--- src/rtl/mem_lsu.sv ---
// ============================================================================
// Module   : mem_lsu
// Purpose  : Memory-stage load/store unit. It issues one cache request per memory
//            instruction and returns the aligned, extended load result.
// Revision : 1.0
// ============================================================================
`default_nettype none

module mem_lsu #(
   parameter int DATA_WIDTH = 64
) (
   input  logic                      clock,
   input  logic                      reset,
   input  logic                      in_valid,
   input  logic                      is_load,
   input  logic                      is_store,
   input  logic                      is_unsigned,
   input  logic [3:0]                ls_size,
   input  logic [DATA_WIDTH-1:0]     ls_address,
   input  logic [DATA_WIDTH-1:0]     store_data,
   input  logic                      flush,
   output logic                      req_valid,
   input  logic                      req_ready,
   output logic                      req_write,
   output logic [DATA_WIDTH-1:0]     req_addr,
   output logic [DATA_WIDTH-1:0]     req_wdata,
   output logic [DATA_WIDTH/8-1:0]   req_wmask,
   input  logic                      resp_valid,
   input  logic [DATA_WIDTH-1:0]     resp_rdata,
   output logic                      mem_stall,
   output logic                      misalign,
   output logic [DATA_WIDTH-1:0]     load_data,
   output logic                      load_data_valid
);

   typedef enum logic [1:0] {
      S_IDLE = 2'd0,
      S_REQ  = 2'd1,
      S_WAIT = 2'd2,
      S_DONE = 2'd3
   } state_t;

   state_t                    state_q;
   logic [DATA_WIDTH-1:0]     req_addr_q;
   logic [DATA_WIDTH-1:0]     req_wdata_q;
   logic [DATA_WIDTH/8-1:0]   req_wmask_q;
   logic                      req_write_q;
   logic [2:0]                off_q;
   logic [3:0]                size_q;
   logic                      uns_q;
   logic                      is_load_q;
   logic                      killed_q;
   logic [DATA_WIDTH-1:0]     load_data_q;

   logic [3:0]                size_d;
   logic [7:0]                sizemask_d;
   logic                      misaligned_d;
   logic                      mem_op_d;
   logic                      accept_d;
   logic [DATA_WIDTH-1:0]     shifted_d;
   logic [DATA_WIDTH-1:0]     load_ext_d;

   // Anything that is not a clean one-hot size is handled as a doubleword.
   always_comb begin
      size_d = 4'b1000;
      case (ls_size)
         4'b0001, 4'b0010, 4'b0100: size_d = ls_size;
         default:                   size_d = 4'b1000;
      endcase
   end

   always_comb begin
      sizemask_d = 8'hFF;
      case (size_d)
         4'b0001: sizemask_d = 8'h01;
         4'b0010: sizemask_d = 8'h03;
         4'b0100: sizemask_d = 8'h0F;
         default: sizemask_d = 8'hFF;
      endcase
   end

   assign misaligned_d = (size_d[1] & ls_address[0])
                       | (size_d[2] & (|ls_address[1:0]))
                       | (size_d[3] & (|ls_address[2:0]));
   assign mem_op_d     = in_valid & (is_load | is_store);
   assign accept_d     = (state_q == S_IDLE) & mem_op_d & ~misaligned_d & ~flush;

   assign shifted_d = resp_rdata >> {off_q, 3'b000};

   always_comb begin
      load_ext_d = shifted_d;
      case (size_q)
         4'b0001: load_ext_d = {{(DATA_WIDTH-8){~uns_q & shifted_d[7]}},   shifted_d[7:0]};
         4'b0010: load_ext_d = {{(DATA_WIDTH-16){~uns_q & shifted_d[15]}}, shifted_d[15:0]};
         4'b0100: load_ext_d = {{(DATA_WIDTH-32){~uns_q & shifted_d[31]}}, shifted_d[31:0]};
         default: load_ext_d = shifted_d;
      endcase
   end

   always_ff @(posedge clock or posedge reset) begin
      if (reset) begin
         state_q     <= S_IDLE;
         req_addr_q  <= '0;
         req_wdata_q <= '0;
         req_wmask_q <= '0;
         req_write_q <= 1'b0;
         off_q       <= 3'd0;
         size_q      <= 4'b0000;
         uns_q       <= 1'b0;
         is_load_q   <= 1'b0;
         killed_q    <= 1'b0;
         load_data_q <= '0;
      end else begin
         case (state_q)
            S_IDLE: begin
               if (accept_d) begin
                  req_addr_q  <= {ls_address[DATA_WIDTH-1:3], 3'b000};
                  req_wdata_q <= store_data << {ls_address[2:0], 3'b000};
                  req_wmask_q <= is_load ? '0 : (sizemask_d << ls_address[2:0]);
                  req_write_q <= is_store & ~is_load;
                  off_q       <= ls_address[2:0];
                  size_q      <= size_d;
                  uns_q       <= is_unsigned;
                  is_load_q   <= is_load;
                  state_q     <= S_REQ;
               end
            end
            S_REQ: begin
               if (req_ready) begin
                  killed_q <= flush;
                  state_q  <= S_WAIT;
               end else if (flush) begin
                  state_q  <= S_IDLE;
               end
            end
            S_WAIT: begin
               if (flush) killed_q <= 1'b1;
               // A flush coinciding with the response also discards the result.
               if (resp_valid) begin
                  if (killed_q | flush) begin
                     state_q <= S_IDLE;
                  end else begin
                     if (is_load_q) load_data_q <= load_ext_d;
                     state_q <= S_DONE;
                  end
               end
            end
            S_DONE: state_q <= S_IDLE;
            default: state_q <= S_IDLE;
         endcase
      end
   end

   assign req_valid       = (state_q == S_REQ);
   assign req_write       = req_write_q;
   assign req_addr        = req_addr_q;
   assign req_wdata       = req_wdata_q;
   assign req_wmask       = req_wmask_q;
   assign load_data       = load_data_q;
   assign load_data_valid = (state_q == S_DONE) & is_load_q;
   assign mem_stall       = (state_q == S_REQ) | (state_q == S_WAIT) | accept_d;
   assign misalign        = (state_q == S_IDLE) & mem_op_d & misaligned_d & ~flush;

endmodule

`default_nettype wire

--- config.mk ---
export PLATFORM = sky130hd
export DESIGN_NAME = mem_lsu
export DESIGN_NICKNAME = d
export VERILOG_FILES = /design/src/rtl/mem_lsu.sv
export SDC_FILE = /design/constraint.sdc
export NUM_CORES = 1
export LEC_CHECK = 0
export BUFFER_PORTS_ARGS = -buffer_cell sky130_fd_sc_hd__buf_2
export CAP_MARGIN = 30
export CORE_AREA = 2 2 160 162
export DETAILED_ROUTE_END_ITERATION = 10
export DIE_AREA = 0 0 162 164
export GPL_TIMING_DRIVEN = 0
export HOLD_SLACK_MARGIN = 0.03
export PLACE_DENSITY_LB_ADDON = 0.1
export SYNTH_ARGS = -nofsm -noshare
export SYNTH_HDL_FRONTEND = slang
export SYNTH_SLANG_ARGS = --single-unit
export TNS_END_PERCENT = 100
--- constraint.sdc ---
create_clock -name clock -period 20.8 [get_ports clock]
set_input_delay 4.16 -clock clock [delete_from_list [all_inputs] [get_ports clock]]
set_output_delay 4.16 -clock clock [all_outputs]
set_load 0.01 [all_outputs]
=== After elaboration in Yosys (flattened, before gate mapping) ===
Index checks and enable logic that the tools add are counted.

* Register bits after elaboration: 210
* Input bits: 205
* Output and inout bits: 205
* Logic and storage cells: 78

* Equality and inequality tests: 17
* Shifts and indexed selects: 3
* Muxes and demuxes: 13
* Bitwise logic cells: 25
* Reduce and logical (&&, ||, !) cells: 9

{| class="wikitable"
|+ Operator list
! operator !! number
|-
| $pmux 64 s3 || 1
|-
| $shl 64x6->64 || 1
|-
| $shr 64x6->64 || 1
|-
| $pmux 8 s3 || 1
|-
| $and 1x1->1 || 14
|-
| $eq 4x1->1 const B || 3
|-
| $eq 4x2->1 const B || 3
|-
| $eq 4x3->1 const B || 3
|-
| $mux 2 || 5
|-
| $mux 8 || 1
|-
| $pmux 2 s4 || 1
|-
| $shl 8x3->8 || 1
|-
| $ne 2x2->1 const B || 3
|-
| $or 1x1->1 || 6
|-
| $reduce_and 3->1 || 2
|-
| $reduce_or 3->1 || 2
|-
| $not 1->1 || 5
|-
| $eq 2x2->1 const B || 2
|-
| $mux 4 || 1
|-
| $reduce_and 4->1 || 1
|-
| $ne 3x2->1 const B || 1
|-
| $eq 2x1->1 const B || 1
|-
| $logic_not 2->1 || 1
|-
| $mux 1 || 2
|-
| other kinds (5) || 5
|}

=== Longest topological paths before layout ===
* Depth in word-level cells: 11
* Mapped depth: 10

=== Worst setup path after synthesis ===
No wires, ideal clock.

* Path type: input -> output
* From: input ls_size[0]
* To: output mem_stall
* Arrival: 5.596 ns
* Required time: 16.640 ns
* Slack: 11.044 ns
* Stages: 7
* Buffers on the path: 3
* Cell sequence: or4b_4 -> a21oi_2 -> o211ai_1 -> buf_2 -> buf_6 -> buf_2 -> nand2b_1

* Longest elaborated chain between the ends: 10
* Elaborated cells on any way between the ends: 14

{| class="wikitable"
|+ Ends and longest elaborated chain
! what !! RTL line !! text
|-
| start, declared || 18 || <nowiki>input logic [3:0] ls_size,</nowiki>
|-
| $eq 4x1->1, or another cell as far along || 66 || <nowiki>case (ls_size)</nowiki>
|-
| $reduce_or 3->1 * || 66 ||
|-
| $mux 4 * || 66 ||
|-
| $and 1x1->1, on equally long branches || 82, 83 ||
|-
| $or 1x1->1 || 83 || <nowiki>| (size_d[2] & (|ls_address[1:0]))</nowiki>
|-
| $or 1x1->1 * || 84 || <nowiki>| (size_d[3] & (|ls_address[2:0]));</nowiki>
|-
| $not 1->1 * || 86 || <nowiki>assign accept_d = (state_q == S_IDLE) & mem_op_d & ~misaligned_d & ~flush;</nowiki>
|-
| $and 1x1->1 * (2 in a row) || 86 ||
|-
| $or 1x1->1 * || 161 || <nowiki>assign mem_stall = (state_q == S_REQ) | (state_q == S_WAIT) | accept_d;</nowiki>
|-
| end, declared || 30 || <nowiki>output logic mem_stall,</nowiki>
|}

Mark *: on every way between the ends. The rest lies on a longest branch, timed or not.

=== Final worst setup path ===
Same ends and word-level chain as after synthesis.

==> flow_summary.yaml <==
setup_path:
  crit_required_ns: 16.64
  cp_common_cell: "buf_2"
  setup.worst_path.start_class: "input pin"
  reg2reg_from: "state_q[0]$_DFFE_PP0P_"
  endpoint_kind: "output port"
  worstPathCellList: "buf_2, or4b_4, a21oi_2, o211ai_1, buf_2, buf_6, buf_2, nand2b_1, buf_2"
  max_stage_delay_ns: 0.61
  reg2regPathDepth: 10
  worstSetupPathType: "input pin to output port"
  r2r_end: "req_wdata[43]$_DFFE_PP0P_"
  cp_max_fo: 10
  reg2reg_slack_ns: 17.97
  cp.arrival_ns: 6.10
  slowest_stage: "or4b_4"
floorplanning:
  start_util_pct: 47.96
  fp.dieArea_um2: 26570
  coreArea_um2: 24820
  die_w_um: 162
  row_count: 58
  dieHeight_um: 164
  ios: 410
layout:
  final_layout_size_suffix_gt1_share_pct: 40.83
  final_net_count: 1790
  finalNonFillerCells: 1929
  fill_cells: 2228
  area_growth_syn_to_layout_pct: 28.24
clocking:
  insertion_delay_ns: 0.52
  clk_pin_slew_ns: 0.06
  clockBufferDepth: 3
  cts_sinks: 210
  cts-root-buf: "clkbuf_16"
  post-cts-setup-buffers: 0
  hold_buffers: 0
  cts_made_buffers: 24
  h-tree-depth: 1
  cts_tree: "yes"
  cts_resized: 0
placement:
  dp_hpwl_um: 34280
  port_buffers: 405
  gp_congestion: 1.009
  dp_cells: 1884
timing:
  post-route-period-util_pct: 49.32
  maxSlewViolCount: 0
  setup_violations: 0
  fmax_mhz: 97.48
  slew_headroom_pct: 49.73
  hold_viol_final: 0
  period_minus_slack_ns: 10.26
  fin_worst_skew_ns: 0.01552
  rsz0062_at_grt: "false"
  tns_ns: 0
  worst_slew_pin_slew_ns: 0.7527
power:
  irDropWorstVdd_v: 0.00009679
  p_leak_nw: 7.515
  powerDensity_nw_per_um2: 125.1
global_routing:
  antenna_found_initial: 2
  grt-ovfl-total: 0
  grtUsageTotal_pct: 32.46
  grt_pass1_vias: 11340
  grt_pass1_wl_um: 65870
  grt_start_max_net_pins: 121
drt:
  drtIter0Drc: 1080
  wl_um: 44400
  dr.pass1.iters: 5
  drc: 0
  wl_per_cell_um: 23.02
  vias: 11290
  viasPerCell: 5.852
  ant_nets: 0
logic_synthesis:
  synthArstFlopShare_pct: 100.0
  synth-seq-cells: 210
  synth_cells: 1146
  synth_area_um2: 11900
  yosysWarnings: 0
  yosysSeqAreaShare_pct: 44.15
  yosysUniqueCellTypes: 64
  avgSynthCellArea_um2: 10.39
  synth_edf_count: 0
  ys.flop_type: "dfrtp_1"
outcome:
  status: "completed"
hold_path:
  hold_path_depth: 2
  worstHoldEndpoint: "req_wmask[7]$_DFFE_PP0P_"
  holdCritPathClass: "flip-flop to flip-flop"
  worstHoldStart: "req_wmask[7]$_DFFE_PP0P_"
run:
  cap_violations: 0
-- cell usage after synthesis, drive strengths merged (9+ instances only) --
| cell type | count | area [um^2] |
|---|---|---|
| dfrtp | 210 | 5255 |
| buf | 48 | 304.0 |
| nand2b | 22 | 137.6 |
| a21oi | 85 | 478.0 |
| o22a | 9 | 78.83 |
| mux2i | 79 | 790.8 |
| o21ai | 92 | 460.4 |
| nor2 | 93 | 349.1 |
| clkbuf | 55 | 206.5 |
| a22oi | 9 | 67.56 |
| o31ai | 12 | 90.09 |
| inv | 10 | 37.54 |
| a211oi | 18 | 140.1 |
| mux4 | 40 | 900.9 |
| nand2 | 132 | 495.5 |
| nor2b | 15 | 93.84 |
| mux2 | 93 | 1047 |
| a31oi | 33 | 206.5 |
-- critical path, delay by kind of cell --
family	cells	cell delay, ns
buffers and inverters	5	0.94
and+or+nand+nor	2	0.70
AOI/OAI and AO/OA	2	0.31
-- kinds of logic after synthesis --
family,count (synthesis),synth area share (%)
buffers and inverters,114,4.636
AND/OR/NAND/NOR,296,11.21
XOR/XNOR,3,0.2208
multiplexers,212,23.01
flip-flops,210,44.15
adder cells (fa/ha/maj),5,0.5256
AO/OA/AOI/OAI,305,16.22
other,1,0.03151
-- how the worst max path moves through the flow --
| stage | startpoint | endpoint | depth (start not counted) |
|---|---|---|---|
| 3_5_place_dp | ls_size[0] | mem_stall | 9 |
| 3_3_place_gp | reset | load_data[9]$_DFFE_PP0P_ | 2 |
| 4_1_cts | ls_size[0] | mem_stall | 9 |
| 2_1_floorplan | reset | is_load_q$_DFFE_PP0P_ | 1 |
| 6_report | ls_size[0] | mem_stall | 9 |
| 5_1_grt | ls_size[0] | mem_stall | 9 |
-- sequential cells by signal (all words and copies together), names as in the netlist --
| register | flops |
|---|---|
| size_q | 4 |
| req_addr | 61 |
| state_q | 2 |
| is_load_q | 1 |
| req_write | 1 |
| req_wdata | 64 |
| uns_q | 1 |
| killed_q | 1 |
| off_q | 3 |
| load_data | 64 |
| req_wmask | 8 |
-- placed cells by master (no fill, tap or decap), drive strengths merged, types with 4 or more instances in the layout --
cell type	count
a211oi	18
nor2b	15
nand2b	22
a41o	6
nor2	93
mux2i	79
o211ai	5
clkbuf	87
buf	454
a31oi	33
a2bb2oi	8
o21ai	92
dfrtp	210
a22oi	9
o22ai	7
mux4	40
o31ai	12
o22a	9
nand2	132
ha	5
inv	11
mux2	93
a32oi	5
bufinv	4
and2	8
a21oi	85
clkinv	6
-- per-layer routing --
metal / global-route usage, % / part of all wire, %
met5: 0 / 0
met4: 14.24 / 4.5
met3: 6.364 / 9.7
met2: 55.28 / 48
met1: 40.35 / 37
-- area by class of cell --
class	instances	area (um^2)	area share, %
buffer	103	510.5	3.345
sequential	210	5255	34.43
timing repair buffer	406	2054	13.46
clock buffer	32	701.9	4.599
tap	330	412.9	2.705
antenna	2	5.005	0.03279
clock inverter	11	171.4	1.123
inverter	11	48.80	0.3197
multi-input combinational	824	6103	39.99
-- stage by stage --
stage / setup slack, ns / util (%) / power, W / cell area [um^2] / hold slack, ns
2_1_floorplan: 10.90 / - / 0.001113 / 11910 / 0.4842
3_3_place_gp: 8.315 / 57.82 / 0.001429 / 14350 / 0.4573
3_5_place_dp: 10.55 / 57.96 / 0.001443 / 14390 / 0.4650
4_1_cts: 10.55 / 61.48 / 0.001910 / 15260 / 0.4785
5_1_grt: 10.41 / 61.49 / 0.002008 / 15260 / 0.4934
6_report: 10.54 / 61.50 / 0.001909 / 15260 / 0.4753
-- power breakdown --
| part | internal, W | switching [W] |
|---|---|---|
| Sequential | 0.000553 | 0.0000799 |
| Combinational | 0.000344 | 0.000469 |
| Clock | 0.000287 | 0.000176 |
| Total | 0.00118 | 0.000725 |
No activity file was read; power rests on OpenSTA's default activity.
